===== src/rtl/loop_sensor_conditioner.sv =====
`default_nettype none
// ============================================================================
//  Module   : loop_sensor_conditioner
//  Purpose  : Debounces two raw inductive-loop detectors (north, east).
//             Applies a minimum presence hold and flags stuck-high detectors.
//             Keeps saturating per-direction vehicle arrival counts.
//  Revision : 1.0  initial release
// ============================================================================
module loop_sensor_conditioner #(
  parameter int DEBOUNCE_CYCLES = 4,
  parameter int HOLD_CYCLES     = 8,
  parameter int STUCK_CYCLES    = 64,
  parameter int CNT_WIDTH       = 8
) (
  input  logic                 clk,
  input  logic                 reset,
  input  logic                 raw_north,
  input  logic                 raw_east,
  input  logic                 clear_counts,
  output logic                 sensor_north,
  output logic                 sensor_east,
  output logic                 fault_north,
  output logic                 fault_east,
  output logic [CNT_WIDTH-1:0] count_north,
  output logic [CNT_WIDTH-1:0] count_east
);

  // Terminal values of the run and stuck counters. The counter value that
  // triggers a transition is one less than the number of qualifying edges,
  // because the edge that enters the state already counts as the first one.
  localparam logic [7:0]  DEB_LAST   = 8'(DEBOUNCE_CYCLES - 1);
  localparam logic [7:0]  HOLD_LAST  = 8'(HOLD_CYCLES - 1);
  localparam logic [15:0] STUCK_LAST = 16'(STUCK_CYCLES - 1);

  typedef enum logic [2:0] {
    ST_IDLE   = 3'd0,
    ST_ARM    = 3'd1,
    ST_ACTIVE = 3'd2,
    ST_HOLD   = 3'd3,
    ST_FAULT  = 3'd4
  } state_e;

  // Channel 0 is north, channel 1 is east.
  logic                 raw_w    [2];
  logic                 sensor_w [2];
  logic                 fault_w  [2];
  logic [CNT_WIDTH-1:0] count_w  [2];

  assign raw_w[0] = raw_north;
  assign raw_w[1] = raw_east;

  for (genvar ch = 0; ch < 2; ch++) begin : g_chan
    logic                 sync1_q, sync2_q;
    state_e               state_q, state_d;
    logic [7:0]           run_q, run_d;
    logic [15:0]          stuck_q, stuck_d;
    logic                 inc_w;
    logic                 sensor_q, fault_q;
    logic [CNT_WIDTH-1:0] count_q, count_d;

    // Two-flop synchroniser for the asynchronous detector input.
    always_ff @(posedge clk) begin
      if (reset) begin
        sync1_q <= 1'b0;
        sync2_q <= 1'b0;
      end else begin
        sync1_q <= raw_w[ch];
        sync2_q <= sync1_q;
      end
    end

    // Channel FSM next-state logic: debounce, presence hold, stuck detection.
    always_comb begin
      state_d = state_q;
      run_d   = run_q;
      stuck_d = stuck_q;
      inc_w   = 1'b0;
      case (state_q)
        ST_IDLE: begin
          if (sync2_q) begin
            state_d = ST_ARM;
            run_d   = 8'd1;
          end
        end
        ST_ARM: begin
          if (!sync2_q) begin
            state_d = ST_IDLE;
          end else if (run_q == DEB_LAST) begin
            state_d = ST_ACTIVE;
            stuck_d = 16'd1;
            inc_w   = 1'b1;
          end else begin
            run_d = run_q + 8'd1;
          end
        end
        ST_ACTIVE: begin
          if (!sync2_q) begin
            state_d = ST_HOLD;
            run_d   = 8'd1;
          end else if (stuck_q == STUCK_LAST) begin
            state_d = ST_FAULT;
            run_d   = 8'd0;
          end else begin
            stuck_d = stuck_q + 16'd1;
          end
        end
        ST_HOLD: begin
          // A return to high during the hold is the same vehicle: no count.
          if (sync2_q) begin
            state_d = ST_ACTIVE;
            stuck_d = 16'd1;
          end else if (run_q == HOLD_LAST) begin
            state_d = ST_IDLE;
          end else begin
            run_d = run_q + 8'd1;
          end
        end
        ST_FAULT: begin
          // Leave only after a clean run of low samples; any high restarts it.
          if (sync2_q) begin
            run_d = 8'd0;
          end else if (run_q == DEB_LAST) begin
            state_d = ST_IDLE;
          end else begin
            run_d = run_q + 8'd1;
          end
        end
        default: begin
          state_d = ST_IDLE;
        end
      endcase
    end

    // Saturating vehicle counter; a clear coincident with an arrival keeps it.
    always_comb begin
      count_d = count_q;
      if (clear_counts) begin
        count_d = inc_w ? CNT_WIDTH'(1) : '0;
      end else if (inc_w && (count_q != '1)) begin
        count_d = count_q + CNT_WIDTH'(1);
      end
    end

    // State, counters and registered outputs decoded from the next state.
    always_ff @(posedge clk) begin
      if (reset) begin
        state_q  <= ST_IDLE;
        run_q    <= 8'd0;
        stuck_q  <= 16'd0;
        count_q  <= '0;
        sensor_q <= 1'b0;
        fault_q  <= 1'b0;
      end else begin
        state_q  <= state_d;
        run_q    <= run_d;
        stuck_q  <= stuck_d;
        count_q  <= count_d;
        sensor_q <= (state_d == ST_ACTIVE) || (state_d == ST_HOLD);
        fault_q  <= (state_d == ST_FAULT);
      end
    end

    assign sensor_w[ch] = sensor_q;
    assign fault_w[ch]  = fault_q;
    assign count_w[ch]  = count_q;
  end

  assign sensor_north = sensor_w[0];
  assign sensor_east  = sensor_w[1];
  assign fault_north  = fault_w[0];
  assign fault_east   = fault_w[1];
  assign count_north  = count_w[0];
  assign count_east   = count_w[1];

endmodule
`default_nettype wire

===== config.mk =====
export PLATFORM = sky130hd
export DESIGN_NAME = loop_sensor_conditioner
export DESIGN_NICKNAME = d
export VERILOG_FILES = /design/src/rtl/loop_sensor_conditioner.sv
export SDC_FILE = /design/constraint.sdc
export NUM_CORES = 1
export LEC_CHECK = 0
export BUFFER_PORTS_ARGS = -buffer_cell sky130_fd_sc_hd__buf_2
export CAP_MARGIN = 20
export CORE_ASPECT_RATIO = 0.6
export CORE_MARGIN = 5
export CORE_UTILIZATION = 62
export CTS_BUF_LIST = sky130_fd_sc_hd__clkbuf_8
export DETAILED_ROUTE_END_ITERATION = 8
export PLACE_DENSITY = 0.81
export SETUP_SLACK_MARGIN = 0.4
export SLEW_MARGIN = 20
export SYNTH_ARGS = -nofsm -noshare
export SYNTH_HDL_FRONTEND = slang
export SYNTH_SLANG_ARGS = --single-unit

===== constraint.sdc =====
create_clock -name clk -period 5.24 [get_ports clk]
set_input_delay 0.524 -clock clk [delete_from_list [all_inputs] [get_ports clk]]
set_output_delay 0.524 -clock clk [all_outputs]
set_load 0.02 [all_outputs]

=== Word level (Yosys, flattened, before mapping) ===
Index checks and enable logic that the tools add are counted.

* Add/sub/neg operators: 6
* Order comparisons: 0
* Muxes and demuxes: 62
* Div/mod/pow operators: 0
* Bitwise logic cells: 0
* Eq/ne operators: 40
* Reductions and logical operators: 16
* Shifts and indexed selects: 0
* $mul: 0

{| class="wikitable"
|+ Operators by type and width
! cell !! number
|-
| $mux 16 || 10
|-
| $mux 8 || 20
|-
| $pmux 16 s3 || 2
|-
| $pmux 8 s5 || 2
|-
| $mux 3 || 18
|-
| $add 16x1->16 const B || 2
|-
| $add 8x1->8 const B || 4
|-
| $eq 16x6->1 const B || 2
|-
| $ne 2x2->1 const B || 16
|-
| $pmux 3 s5 || 2
|-
| $eq 3x2->1 const B || 8
|-
| $reduce_and 6->1 || 4
|-
| $eq 8x2->1 const B || 2
|-
| $eq 8x3->1 const B || 2
|-
| $ne 8x8->1 const B || 2
|-
| $eq 3x3->1 const B || 4
|-
| $reduce_bool 5->1 || 2
|-
| $mux 1 || 8
|-
| $eq 3x1->1 const B || 2
|-
| $logic_not 3->1 || 2
|-
| $ne 3x3->1 const B || 2
|-
| $reduce_bool 3->1 || 2
|-
| $reduce_bool 2->1 || 2
|-
| $logic_and 1x1->1 || 2
|-
| $logic_or 1x1->1 || 2
|}

* Memory bits (read-only): 0
* Input bits: 5
* Output and inout port bits: 20
* Latch bits: 0
* RAM bits: 0
* Flip-flop bits (word level): 78
* Logic and storage cells: 140
* Memories: 0

=== Depth between registers and ports, before layout ===
* Word-level depth: 7
* Depth in mapped cells: 8
* Gate-level depth less buffers: 6

=== Worst setup path before layout ===
Ideal clock, no wire load.

* Kind: flip-flop to flip-flop
* Start point: reg g_chan[1].stuck_q[0]
* End point: reg g_chan[1].stuck_q[11]
* Path buffers: 1
* Required time: 5.170 ns
* Library setup time: 0.070 ns
* Stages on the path, launching flop included: 8
* Path slack: 3.229 ns
* Clock period less this slack: 2.011 ns
* Data arrival time: 1.941 ns
* Cells stage by stage: dfxtp_1 > ha_1 > nor3b_1 > and4_1 > a211o_1 > buf_6 > or4_1 > a21oi_1

* Cells in the longest elaborated chain, start to end: 4
* Elaborated cells between the ends (all ways): 7
* Those cells by class: add/sub: 1; eq/ne: 2; mux: 3; reduce/logical: 1

{| class="wikitable"
|+ Ends and longest elaborated chain
! what !! RTL line !! RTL
|-
| start: declaration || 56 || <nowiki>logic [15:0] stuck_q, stuck_d;</nowiki>
|-
| start signal: assignment || 156 || <nowiki>stuck_q <= stuck_d;</nowiki>
|-
| $add 16x1->16 || 104 || <nowiki>stuck_d = stuck_q + 16'd1;</nowiki>
|-
| $mux 16 || 100 || <nowiki>end else if (stuck_q == STUCK_LAST) begin</nowiki>
|-
| $mux 16 || 97 || <nowiki>if (!sync2_q) begin</nowiki>
|-
| $pmux 16 s3 || 78 || <nowiki>case (state_q)</nowiki>
|}

Several ways; a longest one is shown, not always the timed one. The select of a mux whose other input is x is not followed.
A chain may end at the register's enable or synchronous reset.

=== Final worst setup path ===
* Start point: reg g_chan[1].run_q[0]
* End point: reg g_chan[1].stuck_q[15]

* Cells in the longest elaborated chain, start to end: 3

{| class="wikitable"
|+ Ends and longest elaborated chain
! what !! RTL line !! RTL
|-
| start: declaration || 55 || <nowiki>logic [7:0] run_q, run_d;</nowiki>
|-
| start signal: assignment || 155 || <nowiki>run_q <= run_d;</nowiki>
|-
| $eq 8x2->1 || 88 || <nowiki>end else if (run_q == DEB_LAST) begin</nowiki>
|-
| $ne 2x2->1 (no line) || - ||
|-
| $reduce_and 6->1 (no line) || - ||
|}

Every way passes these cells.

==> qor.csv <==
stage;metric;value;unit
place;dpl.hpwl;6.62;mm
route;ant_nets;0;
floorplanning;rows;22;
route;firstDrtPassIters;5;
clocking;h-tree-depth;3;
sta;tns;0;ns
critical_path;max_stage_delay;0.61;ns
power_and_ir_drop;p_leak;0.00143;uW
critical_path;worst_ep_arrival_time;2.73;ns
sta;fmax;408;MHz
route;wire_per_inst;15.9;microns
layout;antenna_cells;0;
yosys;synth_area_leaders;dfxtp_1 38%, a21oi_1 5.7%, o21ai_0 4.0%, or3_1 3.5%, nor2_1 3.2%;
route;dr_total_vias;3927;
sta;maxSlewViolCount;0;
clocking;cts.reportedPaths.clkPinSlew;0.08;ns
yosys;synth_top_family_by_area;simple AND/OR/NAND/NOR gates;
layout;mostFrequentLayoutCell;dfxtp_1;
critical_path;r2r_cells;6;
grt;track_usage;23.0;%
route;vias_per_cell;6.57;
sta;fin_crit_sh;46.7;%
critical_path;rrSetupSlack;2.79;ns
grt;grt_overflow;0;
yosys;synth_compound_area_share;22.3;%
yosys;ys_seq_area_share;38.1;%
yosys;ys_seq_elements;78;
clocking;cts.sinks;78;
sta;layout_setup_ws;2.79;ns
grt;grt_max_degree;31;
route;route.detailed.drc;0;
grt;met2_usage;32.7;%
sta;finalHoldViolations;0;
yosys;async_reset_ff_share;0;%
critical_path;criticalPathCategory;reg -> reg;
run;maxCapViolCount;0;
route;totalWireLength;9.53;mm
clocking;cts_buffer_depth;2;
power_and_ir_drop;peakVddDrop;0.276;mV
power_and_ir_drop;power;1120;uW
yosys;synth_top_area_cell;dfxtp_1;
worst_hold_path;hold-path-endpoint;g_chan[0].sync1_q$_SDFF_PP0_;
yosys;synthSimpleGateAreaFrac;31.0;%
grt;grtUsageMet3;5.63;%
critical_path;end_kind;flip-flop;
outcome;status;complete, no violations;
critical_path;critical_path.cell_chain;ha_1 > nor2b_1 > a41oi_1 > a211o_1 > or4_1 > a21oi_1;
sta;setup_violations;0;
clocking;root_buffer;clkbuf_8;
yosys;ys_types;64;
worst_hold_path;min_path_cells;2;
layout;nNetsFinal;520;
layout;fillers;496;
critical_path;critPathBufInv;0;
yosys;synth_edf_count;0;
yosys;synth_xor_xnor_area_share;2.78;%
grt;antenna_found_initial;0;
layout;layout-drive-gt1-share;10.5;%
clocking;cts_tree;built;
place;routabilityCongestion;0.875;
power_and_ir_drop;p_per_area;251;mW/mm^2
yosys;synthMuxAreaShare;0.244;%
sta;clock_skew;0.00425;ns
floorplanning;die-area;0.00839;sq mm
sta;hold_ws;0.388;ns
worst_hold_path;hp-start;raw_north;
floorplanning;dieHeight;73.0;microns
floorplanning;start_util;65.3;%
critical_path;r2r_end;g_chan[1].stuck_q[15]$_SDFFE_PP0P_;
grt;grt_pass1_vias;3339;
sta;tightest_slew;1.04;ns
sta;fin_crit;2.45;ns
critical_path;startpoint_type;flip-flop;
yosys;syn_area_per_cell;8.23;sq um
layout;final_util;70.8;%
grt;grt_pass1_wl;15.7;mm
route;drtIter0Drc;500;
yosys;yosys_warnings;0;
place;post-place-ws;2.86;ns
clocking;numCtsBuffers;9;
critical_path;crit_required;5.52;ns
clocking;cts_hold_repair.buffers;0;
sta;slew_headroom;29.5;%
yosys;syn_area;0.00410;sq mm
sta;grt_setup_unrepaired;no;
clocking;clk_latency;0.35;ns
yosys;synthAdderAreaFrac;1.83;%
floorplanning;fp.dieW;115;microns
critical_path;path_max_fanout;30;
floorplanning;ios;25;
layout;layout_common_cells;78 x dfxtp_1, 47 x a21oi_1, 35 x nor2_1;
clocking;cts_resized;0;
floorplanning;core;0.00628;sq mm
yosys;synthCells;498;
yosys;ys.flop_type;dfxtp_1;
grt;met1_usage;34.4;%
place;port_buffers;24;
worst_hold_path;hold_path_class;in -> reg;
grt;busiest_layer;met1;
critical_path;critPathSlowestCell;a211o_1;
critical_path;crit_family;compound AO/OA/AOI/OAI gates;
layout;layout-area-overhead-vs-synth;8.43;%
clocking;cts_setup_buffers;0;
yosys;synth.top_cell.area_share;38.1;%
yosys;syn_nets;509;
critical_path;r2r-start;g_chan[1].run_q[0]$_SDFFE_PP0P_;
## report_power, final
part	internal [uW]	switching, uW	total, uW
Clock	265	220	486
Combinational	9.92	21.4	31.4
Sequential	595	4.65	599
## flip-flops by register name, indices dropped and copies added (netlist names), 2 cells and up
signal          flops
count_north         8
g_chan.sync1_q      2
count_east          8
g_chan.stuck_q     32
g_chan.state_q      6
g_chan.run_q       16
g_chan.sync2_q      2
## Yosys cell counts, types with 3 or more instances
cell type / count
o21ai_0: 33
nor3b_1: 9
clkbuf_1: 19
or4_1: 12
nor3_1: 12
nand3_1: 25
xnor2_1: 11
dfxtp_1: 78
nand2b_1: 6
nor2b_1: 13
a32o_1: 6
a211oi_1: 7
and4_1: 8
and2_1: 3
o31ai_1: 14
or3_1: 23
o22ai_1: 7
nand2_1: 23
nor2_1: 35
and3_1: 10
buf_2: 3
ha_1: 6
a21oi_1: 47
buf_1: 3
inv_1: 12
nor4_1: 14
nand4_1: 16
## worst register-to-register path, stage by stage, from the launching register on
cell and delay, ns:
dfxtp_1 0.38, ha_1 0.21, nor2b_1 0.24, a41oi_1 0.17
a211o_1 0.61, or4_1 0.61, a21oi_1 0.16
## routing by layer
layer  vias up  routed length [microns]
li1       1930                        -
met1      1815                     4800
met2       167                     3940
met3        15                      701
met4         0                       86
met5         -                        0
## logic make-up (layout without fill, tap and decap cells)
kind of cell               after synthesis  count (layout)
buffers and inverters                   38              54
xor gates and xnor gates                13              13
muxes                                    1               1
AOI/OAI and AO/OA                      142             142
adders and majority gates                6               6
DFF                                     78              78
and+or+nand+nor                        220             220
## final cells by class
cell class	instances	area (sq um)	area share [%]
Clock inverter	7	90.1	2.03
Timing Repair Buffer	26	135	3.04
Sequential cell	78	1560	35.1
Multi-Input combinational cell	382	2380	53.6
Tap cell	84	105	2.37
Clock buffer	9	124	2.79
Inverter	12	45.0	1.01
## worst max-delay path by stage
| stage | from | end | slack (ns) | cells past startpoint |
|---|---|---|---|---|
| after floorplan | g_chan[1].stuck_q[0]$_SDFFE_PP0P_ | g_chan[1].stuck_q[11]$_SDFFE_PP0P_ | 3.23 | 7 |
| after detailed placement | g_chan[1].run_q[0]$_SDFFE_PP0P_ | g_chan[1].stuck_q[15]$_SDFFE_PP0P_ | 2.86 | 6 |
| final | g_chan[1].run_q[0]$_SDFFE_PP0P_ | g_chan[1].stuck_q[15]$_SDFFE_PP0P_ | 2.79 | 6 |
| after global routing | g_chan[0].stuck_q[11]$_SDFFE_PP0P_ | g_chan[0].stuck_q[11]$_SDFFE_PP0P_ | 2.61 | 5 |
| after CTS | g_chan[1].run_q[0]$_SDFFE_PP0P_ | g_chan[1].stuck_q[15]$_SDFFE_PP0P_ | 2.82 | 6 |
| after global placement | g_chan[1].run_q[0]$_SDFFE_PP0P_ | g_chan[1].stuck_q[15]$_SDFFE_PP0P_ | 2.94 | 6 |
## through the flow
stage               instances  cell area [sq um]
finish                    598               4440
global route              598               4440
CTS                       598               4440
detailed placement        582               4230
global placement          582               4230
floorplan                 498               4100
Power figures use the tool's default switching activity.
